===== config.mk =====
export PLATFORM = sky130hd
export DESIGN_NAME = rr_wormhole_arbiter
export DESIGN_NICKNAME = d
export VERILOG_FILES = /design/src/rtl/rr_wormhole_arbiter.sv
export SDC_FILE = /design/constraint.sdc
export NUM_CORES = 1
export LEC_CHECK = 0
export CAP_MARGIN = 30
export CELL_PAD_IN_SITES_DETAIL_PLACEMENT = 0
export CELL_PAD_IN_SITES_GLOBAL_PLACEMENT = 1
export CORE_ASPECT_RATIO = 0.8
export CORE_MARGIN = 2
export CORE_UTILIZATION = 41
export DETAILED_ROUTE_END_ITERATION = 10
export GPL_TIMING_DRIVEN = 0
export HOLD_SLACK_MARGIN = 0.02
export PLACE_DENSITY_LB_ADDON = 0.1
export SYNTH_ARGS = -nofsm -noshare
export SYNTH_HDL_FRONTEND = slang
export SYNTH_SLANG_ARGS = --single-unit

===== constraint.sdc =====
create_clock -name clk -period 9.2 [get_ports clk]
set_clock_uncertainty 0.2 [all_clocks]
set_input_delay 0.92 -clock clk [delete_from_list [all_inputs] [get_ports clk]]
set_output_delay 0.92 -clock clk [all_outputs]
set_load 0.02 [all_outputs]

===== src/rtl/rr_wormhole_arbiter.sv =====
// Round-robin output-port arbiter with wormhole lock, selectable packet release and stall watchdog.
// One instance per router output port; drives the crossbar select.
module rr_wormhole_arbiter #(
  parameter int unsigned       NUM_IN       = 5,
  parameter int unsigned       TYPE_W       = 3,
  parameter int unsigned       LEN_W        = 12,
  parameter logic [TYPE_W-1:0] HEADER_CODE  = TYPE_W'(3'b001),
  parameter logic [TYPE_W-1:0] TAIL_CODE    = TYPE_W'(3'b100),
  parameter int unsigned       RELEASE_MODE = 2,
  parameter int unsigned       STALL_LIMIT  = 16
) (
  input  logic                       clk,
  input  logic                       rst,
  input  logic [NUM_IN-1:0]          req,
  input  logic [NUM_IN*TYPE_W-1:0]   flit_type,
  input  logic [NUM_IN*LEN_W-1:0]    length,
  input  logic                       out_ready,
  output logic [NUM_IN-1:0]          grant,
  output logic [$clog2(NUM_IN)-1:0]  grant_idx,
  output logic                       idle,
  output logic                       xfer,
  output logic                       stall_release
);

  localparam int unsigned IDX_W   = $clog2(NUM_IN);
  localparam int unsigned STALL_W = (STALL_LIMIT > 1) ? $clog2(STALL_LIMIT) : 1;
  localparam logic [STALL_W-1:0] STALL_LAST = STALL_W'((STALL_LIMIT > 0) ? STALL_LIMIT - 1 : 0);

  typedef enum logic {S_IDLE, S_LOCKED} state_t;

  state_t               state;
  logic [IDX_W-1:0]     ptr;
  logic [IDX_W-1:0]     arb_base;
  logic [IDX_W-1:0]     arb_j;
  logic [IDX_W-1:0]     win;
  logic                 win_found;
  logic [LEN_W-1:0]     cnt;
  logic [LEN_W-1:0]     len_q;
  logic [LEN_W-1:0]     sel_len;
  logic [LEN_W-1:0]     cnt_post;
  logic [LEN_W-1:0]     len_post;
  logic [TYPE_W-1:0]    sel_type;
  logic [STALL_W-1:0]   stall_cnt;
  logic                 req_i;
  logic                 is_hdr;
  logic                 tail_hit;
  logic                 len_hit;
  logic                 pkt_rel;
  logic                 stall_hit;

  // While locked, the owner is the priority base so a release re-arbitrates with it lowest.
  assign arb_base = (state == S_LOCKED) ? grant_idx : ptr;

  always_comb begin : arbitrate
    win       = '0;
    win_found = 1'b0;
    arb_j     = '0;
    for (int unsigned k = 1; k <= NUM_IN; k++) begin
      arb_j = IDX_W'((32'(arb_base) + k) % NUM_IN);
      if (!win_found && req[arb_j]) begin
        win       = arb_j;
        win_found = 1'b1;
      end
    end
  end

  always_comb begin : owner_mux
    sel_type = '0;
    sel_len  = '0;
    for (int unsigned k = 0; k < NUM_IN; k++) begin
      if (grant[k]) begin
        sel_type = flit_type[k*TYPE_W +: TYPE_W];
        sel_len  = length[k*LEN_W +: LEN_W];
      end
    end
  end

  assign req_i = |(grant & req);
  assign xfer  = |(grant & req) & out_ready;
  assign is_hdr = (sel_type == HEADER_CODE);

  // A header restarts the count; a zero length field still describes a one-flit packet.
  always_comb begin : flit_count
    if (is_hdr) begin
      len_post = (sel_len == '0) ? LEN_W'(1) : sel_len;
      cnt_post = LEN_W'(1);
    end else begin
      len_post = len_q;
      cnt_post = (cnt == '1) ? cnt : cnt + LEN_W'(1);
    end
  end

  assign tail_hit  = (RELEASE_MODE != 1) && (sel_type == TAIL_CODE);
  assign len_hit   = (RELEASE_MODE != 0) && (cnt_post == len_post);
  assign pkt_rel   = xfer && (tail_hit || len_hit);
  assign stall_hit = (STALL_LIMIT != 0) && (state == S_LOCKED) && !req_i &&
                     (stall_cnt == STALL_LAST);

  always_ff @(posedge clk) begin
    if (rst) begin
      state         <= S_IDLE;
      grant         <= '0;
      grant_idx     <= '0;
      idle          <= 1'b1;
      stall_release <= 1'b0;
      ptr           <= IDX_W'(NUM_IN - 1);
      cnt           <= '0;
      len_q         <= '0;
      stall_cnt     <= '0;
    end else begin
      stall_release <= stall_hit;
      case (state)
        S_IDLE: begin
          if (|req) begin
            state     <= S_LOCKED;
            grant     <= NUM_IN'(1) << win;
            grant_idx <= win;
            idle      <= 1'b0;
          end
        end
        S_LOCKED: begin
          if (xfer) begin
            cnt   <= cnt_post;
            len_q <= len_post;
          end
          if (req_i || (STALL_LIMIT == 0)) stall_cnt <= '0;
          else                             stall_cnt <= stall_cnt + STALL_W'(1);
          if (pkt_rel || stall_hit) begin
            ptr       <= grant_idx;
            cnt       <= '0;
            len_q     <= '0;
            stall_cnt <= '0;
            if (|req) begin
              grant     <= NUM_IN'(1) << win;
              grant_idx <= win;
            end else begin
              state     <= S_IDLE;
              grant     <= '0;
              grant_idx <= '0;
              idle      <= 1'b1;
            end
          end
        end
      endcase
    end
  end

endmodule

Yosys cells after proc, flatten, opt, wreduce, memory -nomap -nowiden
Index checks and enable logic that the tools add are counted.
{"block": "classes", "n_addsub": 7, "n_bitwise": 3, "n_shift": 1, "mux": 55, "n_reduce_logical": 22, "eq_ne": 8, "magnitude_cmp": 5, "n_div": 5}
{"op": "remainder unit 32 x 3 -> 32 bit (second input constant)", "n": 5}
{"op": "2-to-1 mux 12 bit", "n": 13}
{"op": "2-to-1 mux 3 bit", "n": 14}
{"op": "less-than comparator 3 x 4 -> 1 bit (second input constant)", "n": 5}
{"op": "binary-select mux 1 bit (select 3 bit)", "n": 5}
{"op": "2-to-1 mux 5 bit", "n": 3}
{"op": "2-to-1 mux 1 bit", "n": 14}
{"op": "adder 12 x 1 -> 12 bit (second input constant)", "n": 1}
{"op": "== test 12 bit", "n": 1}
{"op": "== test 12 bit (second input constant)", "n": 1}
{"op": "zero test 12 bit", "n": 1}
{"op": "one-hot mux 5 bit (2 select lines)", "n": 1}
{"op": "OR reduction 5 bit", "n": 2}
{"op": "adder 3 x 2 -> 4 bit (second input constant)", "n": 2}
{"op": "adder 3 x 3 -> 4 bit (second input constant)", "n": 2}
{"op": "2-to-1 mux 4 bit", "n": 2}
{"op": "logical AND 1 bit", "n": 7}
{"op": "one-hot mux 3 bit (2 select lines)", "n": 1}
{"op": "AND reduction 2 bit", "n": 3}
{"op": "AND 5 bit", "n": 1}
{"op": "zero test 1 bit", "n": 5}
{"op": "left shift 1 x 3 -> 5 bit (first input constant)", "n": 1}
{"op": "adder 3 x 1 -> 4 bit (second input constant)", "n": 1}
{"op": "adder 4 x 1 -> 4 bit (second input constant)", "n": 1}
{"op": "11 further kinds", "n": 14}
{"block": "word_totals", "input_bits": 83, "out_inout_bits": 11, "register_bits": 42}

Logic depth before layout (Yosys ltp)
{"block": "depth", "ltp_word": 22, "ltp_mapped": 21}

Worst setup path before layout
Ideal clock, no wire load.
{"block": "synth_timing", "path_kind": "register -> register", "from": "register state", "to": "register grant[0]", "t_required_ns": 8.884, "n_path_buf": 1, "period_less_slack_ns": 5.027, "setup_ns": 0.116, "slack_ns": 4.173, "t_arrival_ns": 4.711, "path_stages_with_launch": 21, "cell_sequence": "dfxtp_1 buf_6 mux2i_1 inv_1 ha_1 xnor2_2 inv_1 ha_1 o31a_1 xnor2_1 ha_1 nand2b_1 nand2b_1 mux2_2 a21boi_0 and4b_1 a211o_1 o31ai_1 a21o_1 nor3_1 a31o_2"}
{"block": "synth_via", "elab_chain_cells": 22, "word_cells_on_any_way": 50, "classes_between": "5 x add/sub; 5 x div; 2 x eq/ne; 1 x shift; 24 x mux; 1 x bitwise; 12 x reduce/logical"}
{"element": "start: declaration", "line_no": "31", "rtl": "state_t state;"}
{"element": "start signal: assignment", "line_no": "101", "rtl": "state <= S_IDLE;"}
{"element": "start signal: assignment", "line_no": "115", "rtl": "state <= S_LOCKED;"}
{"element": "start signal: assignment", "line_no": "137", "rtl": "state <= S_IDLE;"}
{"element": "2-to-1 mux 3 bit", "line_no": "52", "rtl": "assign arb_base = (state == S_LOCKED) ? grant_idx : ptr;"}
{"element": "adder 3 x 1 -> 4 bit", "line_no": "59", "rtl": "arb_j = IDX_W'((32'(arb_base) + k) % NUM_IN);"}
{"element": "remainder unit 32 x 3 -> 32 bit", "line_no": "59"}
{"element": "binary-select mux 1 bit (select 3 bit)", "line_no": "60", "rtl": "if (!win_found && req[arb_j]) begin"}
{"element": "2-to-1 mux 1 bit (implied by the code)", "line_no": "60"}
{"element": "2-to-1 mux 1 bit", "line_no": "60"}
{"element": "zero test 1 bit", "line_no": "60"}
{"element": "logical AND 1 bit", "line_no": "60"}
{"element": "[6 not listed]"}
{"element": "2-to-1 mux 1 bit", "line_no": "60"}
{"element": "zero test 1 bit", "line_no": "60"}
{"element": "logical AND 1 bit", "line_no": "60"}
{"element": "2-to-1 mux 3 bit", "line_no": "60"}
{"element": "left shift 1 x 3 -> 5 bit", "line_no": "116, 134"}
{"element": "2-to-1 mux 5 bit", "line_no": "133", "rtl": "if (|req) begin"}
{"element": "2-to-1 mux 5 bit", "line_no": "128", "rtl": "if (pkt_rel || stall_hit) begin"}
{"element": "one-hot mux 5 bit (2 select lines)", "line_no": "112", "rtl": "case (state)"}
{"element": "end signal: assignment", "line_no": "116", "rtl": "grant <= NUM_IN'(1) << win;"}
{"element": "end signal: assignment", "line_no": "134", "rtl": "grant <= NUM_IN'(1) << win;"}
{"element": "end: declaration", "line_no": "18", "rtl": "output logic [NUM_IN-1:0] grant,"}
Parallel ways exist; a longest one is shown, timed or not. The select of a mux whose other input is x is not followed.
A chain may end at the register's enable or synchronous reset.

Final worst setup path
Ends and elaborated chain as after synthesis.

==> metrics.md <==
| Metric | Value |
|---|---|
| H-tree levels | 2 |
| Initial DRC count | around 520 |
| Final hold vios | 0 |
| Die width | 124 um |
| Worst hold path depth | 2 |
| Gate power share | a little under 60% |
| First-pass GRT wire length | about 26,000 um |
| Hold Path Sink | len_q[0] |
| Max-Cap Viols | 0 |
| Post-synth top cells | nor2_1 (66), nand2_1 (58), a21oi_1 (42), dfxtp_1 (42), o21ai_0 (34) |
| Detailed-route wire length | 15,800 um |
| Final Critical Period | around 6200 ps |
| Diode count | 0 |
| Setup CP Type | reg2reg |
| CTS tree | yes |
| Setup TNS | 0 ps |
| Sequential Area | approximately 840 um^2 |
| Post-synth top area share | between 15 and 20% |
| GP Congestion | ~0.9 |
| NetSw | 435 uW |
| Count leader, synth | nor2_1 |
| Mapped cell area | ~4700 um^2 |
| Req. time, crit path | around 9200 ps |
| Nets | 850 |
| Fmax | between 150 and 200 MHz |
| Startpoint Class | register |
| Xor/xnor share of the synthesized area | 3.45% |
| Post-DP Area | about 5800 um^2 |
| Peak supply drop | approximately 0.08 mV |
| Largest family of logic cells by synthesized area | compound AO/OA/AOI/OAI gates |
| R2R Setup Slk | about 3000 ps |
| Setup Buffers After CTS | 0 |
| R2r startpoint | state |
| Clk Tree Root Cell | clkbuf_16 |
| Post-Synthesis Cells | 647 |
| R2R depth | 18 |
| Std-Cell Rows | 35 |
| P_int | around 570 uW |
| Vias in the first global route | 5,092 |
| Slew Limit Fails | 0 |
| CP max stage delay | 880 ps |
| Multi-input logic area | about 3700 um^2 |
| Synth Area in Simple Gates | between 20 and 30% |
| CTS sink count | 42 |
| Endpoints failing setup | 0 |
| Slew HR | a little over a quarter |
| Leading area contributor after synthesis | dfxtp_1 |
| Slew @ Worst Pin | around 1100 ps |
| Starting Density | between 40% and 50% |
| Post-route ant nets | 0 |
| Via count | about 5,400 |
| Drt drc | 0 |
| Dominant cells by area after synthesis | dfxtp_1 (18%), ha_1 (6.1%), nor2_1 (5.2%), nand2_1 (4.6%), a21oi_1 (4.4%) |
| Dpl hpwl | 12,600 um |
| Min-Delay Startpoint | len_q[0] |
| Compound-Gate Fraction of Synth Area | approximately a third |
| RSZ-0062 raised after global routing | no |
| Crit. End Element | register |
| DR WL/cell | between 15 and 20 um |
| HP Class | reg2reg |
| Cell variety after synth | 83 |
| Resized cells post-CTS | 0 |
| Syn_nets | ~750 |
| Seq pwr share | 20.8% |
| Worst path cell trace | buf_6 > mux2i_1 > ha_1 > clkbuf_1 > clkbuf_1 > a211oi_1 > a31oi_1 > ha_1 > clkbuf_1 > nor2b_1 > o31ai_1 > o221ai_2 > mux2i_1 > mux2i_1 > a211oi_2 > nor4b_1 > nor3_1 > a31o_2 |
| Crit Path Max Fanout | 11 |
| Boundary Pins | 94 |
| PwrDens | between 150 and 200 nW/um^2 |
| Leakage | around 2.2 nW |
| Sw Ratio | a little over two fifths |
| FILL cells | between 1,000 and 1,500 |
| Reg clk slew, reported paths | approximately 60 ps |
| Post-Syn Area per Cell | about 7.3 um^2 |
| Largest net degree at the start of global routing | 16 |
| Yosys warning count | 0 |
| Total CTS buffers | 5 |
| Area Growth Syn to Fin | 26.4% |
| Final period util | roughly two thirds |
| Detailed Routing Iterations Pass 1 | 5 |
| R2R Path End | grant[0] |
| Die Span Y | roughly 100 um |
| Sequential fraction of the synthesis area | about 18% |
| Synth Area in Adders | between 6 and 7% |
| Slowest cell on the critical path | mux2i_1 |
| Total grt overflow | 0 |
| Clock Path Buffers | 2 |
| Cts hold-fix bufs | 0 |
| Status | complete, no violations |
| Number of flops mapped to enable cells by yosys | 0 |
| Share of layout cells above drive strength 1 | between 6 and 7% |
| Port Buffers | 90 |
| Clk pwr share | between 20% and 30% |
| Total GRT Usage | around a quarter |
| Asr flop ratio synth | 0% |
| Synthesized flop and latch total | 42 |
| Initial antenna violation count | 0 |
| CP arrival | approximately 6200 ps |
| Mux contribution to synthesized area | about 6.2% |
| Main synth FF type | dfxtp_1 |
| Final Cell Area | 6000 um^2 |
| Total Die Area | around 12,000 um^2 |
| Vias/cell | between 6 and 7 |
| Core Area | roughly 11,000 um^2 |
| Clk Latency, worst-skew pair | slightly below 300 ps |
metrics by stage:
step	std cells	hold WS [ps]	util [%]	setup WS (ps)	power, mW
CTS	893	314	52.7	3130	0.996
detailed placement	885	302	51.2	3140	0.791
floorplan	647	269	-	4170	0.621
finish	893	315	52.7	2990	1.01
global route	893	341	52.7	2510	1.08
global placement	885	290	51.2	3260	0.788
kinds of logic (layout without fill, tap and decap cells):
| logic type | after synthesis | after routing |
|---|---|---|
| simple gates | 258 | 258 |
| mux | 27 | 27 |
| flops | 42 | 42 |
| fa+ha+maj | 23 | 23 |
| xor+xnor | 17 | 17 |
| buf+inv | 60 | 158 |
| compound gates | 220 | 220 |
how the worst max path moves through the flow:
| stage | startpoint | to | slack (ps) | cells past startpoint |
|---|---|---|---|---|
| after detailed placement | state | grant[0] | 3140 | 18 |
| after floorplan | state | grant[0] | 4170 | 20 |
| after global routing | state | grant[4] | 2510 | 18 |
| final | state | grant[0] | 2990 | 18 |
| after CTS | state | grant[0] | 3130 | 18 |
| after global placement | state | grant[0] | 3260 | 18 |
registers in the layout (all words and copies together) (netlist names):
signal,cells
ptr,3
stall_cnt,4
grant,5
grant_idx,3
idle,1
stall_release,1
state,1
cnt,12
len_q,12
routing by layer:
metal | GRT usage (%) | routed length (um) | vias up
li1 | - | - | 2658
met1 | 36.5 | 7830 | 2527
met2 | 37.2 | 6380 | 240
met3 | 5.70 | 1370 | 19
met4 | 6.22 | 180 | 0
met5 | 0 | 0 | -
cell usage in the layout (no fill, tap or decap), types with 23 or more instances in the layout:
master and n:
clkbuf_1 28, nand2_1 58, a21oi_1 42, o21ai_0 34, ha_1 23, nor2_1 66
clkdlybuf4s50_1 90, dfxtp_1 42
final cells by class:
| class | instances | area share (%) |
|---|---|---|
| repair buffers | 90 | 15.0 |
| clock inverters | 2 | 0.626 |
| flip-flops and latches | 42 | 14.0 |
| inverters | 19 | 1.19 |
| well taps | 148 | 3.09 |
| clock buffers | 6 | 2.15 |
| plain buffers | 41 | 2.94 |
| multi-input cells | 545 | 61.0 |
power by group through the flow:
stage | Combinational, mW | Sequential [mW] | Clock [mW]
floorplan | 0.405 | 0.216 | 0
global placement | 0.576 | 0.212 | 0
detailed placement | 0.579 | 0.212 | 0
finish | 0.592 | 0.209 | 0.204
CTS | 0.582 | 0.209 | 0.205
global route | 0.654 | 0.211 | 0.213
worst max-delay path: cells and delay by family (launching register included):
family	cells	cell delay, ps
and+or+nand+nor	3	880
DFF	1	320
AOI/OAI and AO/OA	6	1490
buffers and inverters	4	1390
muxes	3	1270
adders and majority gates	2	560
(Power assumes the default switching activity.)
==> RTL change (config.mk and constraints unchanged) <==
Set the parameter `STALL_LIMIT` to 32 (it was 16).
--- a/src/rtl/rr_wormhole_arbiter.sv
+++ b/src/rtl/rr_wormhole_arbiter.sv
@@ -7,7 +7,7 @@
   parameter logic [TYPE_W-1:0] HEADER_CODE  = TYPE_W'(3'b001),
   parameter logic [TYPE_W-1:0] TAIL_CODE    = TYPE_W'(3'b100),
   parameter int unsigned       RELEASE_MODE = 2,
-  parameter int unsigned       STALL_LIMIT  = 16
+  parameter int unsigned       STALL_LIMIT  = 32
 ) (
   input  logic                       clk,
   input  logic                       rst,
Function: same outputs for any inputs over 4 cycles, from zero or initial values and one cycle with rst high; that may be too few to reach the edited logic, so the function may still have changed.
==> RTL change against the unedited design <==
Synthesized area increased by 0.58%; design area increased by 0.27%; combinational power rose by 79%; wire length grew 6.6%; power is 47% higher; global-route usage rose by 1.4 points; worst setup slack got worse by 0.27 ns; synthesized cell count down 1.4%; sequential cell count is 1 higher; largest power group unchanged.
==> RTL change: results (changes against the unedited design) <==
stage	metric	value	unit	change
power_and_ir_drop	worst vdd ir	0.00009404	V	+17%
worst_hold_path	Worst Hold End	ptr[1]$_SDFFE_PP0P_		
placement	placed cells	876		-1.0%
detailed_routing	Detailed Route WL	16800	µm	+6.6%
clock_network	CTS max path bufs	2		unchanged
placement	Final HPWL DP	12990	µm	+3.2%
timing	setup_tns	0	ns	unchanged
detailed_routing	vias post-DR	5468		+0.44%
global_routing	first-pass GRT wire length	26950	µm	+4.9%
clock_network	Post-CTS Setup Inserts	0		unchanged
yosys	unique cell type count in the Yosys netlist	90		+8.4%
cells_and_area	n_diodes	0		unchanged
yosys	Cells after Synth	638		-1.4%
worst_setup_path	worst-case reg-to-reg path depth	24		+6
worst_setup_path	Crit-path slowest cell	clkbuf_1		
worst_setup_path	r2r endpoint	grant[0]$_SDFFE_PP0P_		
cells_and_area	share of layout cells above drive strength 1	8.424	%	+1.7 points
yosys	synth warn	0		unchanged
global_routing	vias in the first global route	5044		-0.94%
outcome	status	completed		
cells_and_area	largest registers	cnt: 12 flops, len_q: 12 flops		
worst_setup_path	CP max stage delay	0.66	ns	-0.22 ns
worst_setup_path	arrival time at the worst endpoint	6.51	ns	+0.31 ns
yosys	synth top area cells	dfxtp_1, ha_1, a21oi_1, nand2_1, mux2i_1		
placement	routability congestion estimate	0.9275		+1.6%
detailed_routing	1st-pass router iterations	5		unchanged
worst_setup_path	Worst Path Max Fanout	15		+4
power_and_ir_drop	Leak Pwr	2.293	nW	+4.8%
cells_and_area	Fillers	1109		-1.7%
clock_network	clk_lat worst skew	0.29	ns	about the same
clock_network	clk root buf	clkbuf_16		
worst_setup_path	reg2reg setup slack	2.72	ns	-0.27 ns
yosys	Synthesized Nets	745		-1.1%
global_routing	total track usage	26.36	%	+1.4 points
clock_network	CTS Buf Count	5		unchanged
yosys	ys flop type	dfxtp_1		
yosys	Seq/Total Area, Yosys	18.04	%	+0.32 points
detailed_routing	drt initial violations	549		+5.4%
yosys	async set or reset register ratio after synthesis	0	%	unchanged
worst_setup_path	Critical R2R Launch	grant_idx[0]$_SDFFE_PP0P_		
yosys	top post-synthesis cells by count	nand2_1, a21oi_1, nor2_1		
clock_network	CTS clk-pin slew, worst paths	0.07	ns	
global_routing	largest net degree at the start of global routing	16		unchanged
cells_and_area	final net count	842		-0.94%
timing	WHS	0.2540	ns	-0.06090 ns
clock_network	H-tree depth	2		unchanged
clock_network	CTS resizes	0		unchanged
worst_hold_path	min-delay src	ptr[1]$_SDFFE_PP0P_		
timing	max_slew headroom	39.22	%	+12 points
detailed_routing	wire per inst	19.00	µm	+7.7%
## RTL change: cell type report
class | instances | area share (%)
flip-flops and latches | 43 | 14.32
well taps | 148 | 3.079
clock buffers | 6 | 2.310
inverters | 36 | 2.247
plain buffers | 42 | 3.412
clock inverters | 2 | 0.2705
repair buffers | 90 | 14.98
multi-input cells | 517 | 59.38
## RTL change: per-layer routing
layer | global-route usage, % | vias up | wire (µm)
met4 | 4.322 | 0 | 153
met2 | 37.79 | 223 | 6680
met3 | 5.308 | 18 | 1359
met1 | 40.88 | 2609 | 8606
li1 | - | 2618 | -
met5 | 0 | - | 0
## RTL change: critical path, delay by kind of cell (launching register included)
family | cells | cell delay (ns)
buffers and inverters | 6 | 1.57
AND/OR/NAND/NOR | 5 | 0.96
AO/OA/AOI/OAI | 6 | 1.26
adder cells (fa/ha/maj) | 3 | 0.78
multiplexers | 2 | 0.54
XOR/XNOR | 2 | 0.56
flip-flops | 1 | 0.53
## RTL change: worst max-delay path by stage
stage                                    startpoint                     to  slack (ns)  cells after the start
final                     grant_idx[0]$_SDFFE_PP0P_  grant[0]$_SDFFE_PP0P_        2.72                     24
after global routing      grant_idx[0]$_SDFFE_PP0P_  grant[0]$_SDFFE_PP0P_        2.18                     24
after detailed placement  grant_idx[0]$_SDFFE_PP0P_  grant[0]$_SDFFE_PP0P_        2.91                     24
after floorplan           grant_idx[0]$_SDFFE_PP0P_  grant[0]$_SDFFE_PP0P_        3.86                     24
after CTS                 grant_idx[0]$_SDFFE_PP0P_  grant[0]$_SDFFE_PP0P_        2.87                     24
after global placement    grant_idx[0]$_SDFFE_PP0P_  grant[0]$_SDFFE_PP0P_        3.02                     24
## RTL change: power breakdown
part,switching (mW),internal [mW]
Sequential,0.0290,0.203
Combinational,0.628,0.433
Clock,0.0767,0.109
## RTL change: kinds of logic (layout without fill, tap and decap cells)
kind of cell             after synthesis  in the layout  synth area share, %
flip-flops                            43             43                18.04
adder cells (fa/ha/maj)               24             24                6.293
multiplexers                          29             29                6.869
XOR/XNOR                              19             19                3.645
buffers and inverters                 78            176                7.132
AND/OR/NAND/NOR                      221            221                23.62
AO/OA/AOI/OAI                        224            224                34.40
## RTL change: metrics by stage
stage	cell area [µm²]	utilization, %	power, mW	setup WS [ns]
finish	6013	52.61	1.479	2.722
CTS	6013	52.61	1.464	2.867
global route	6013	52.61	1.588	2.176
floorplan	4772	-	0.9912	3.860
detailed placement	5858	51.25	1.273	2.911
global placement	5858	51.25	1.250	3.021
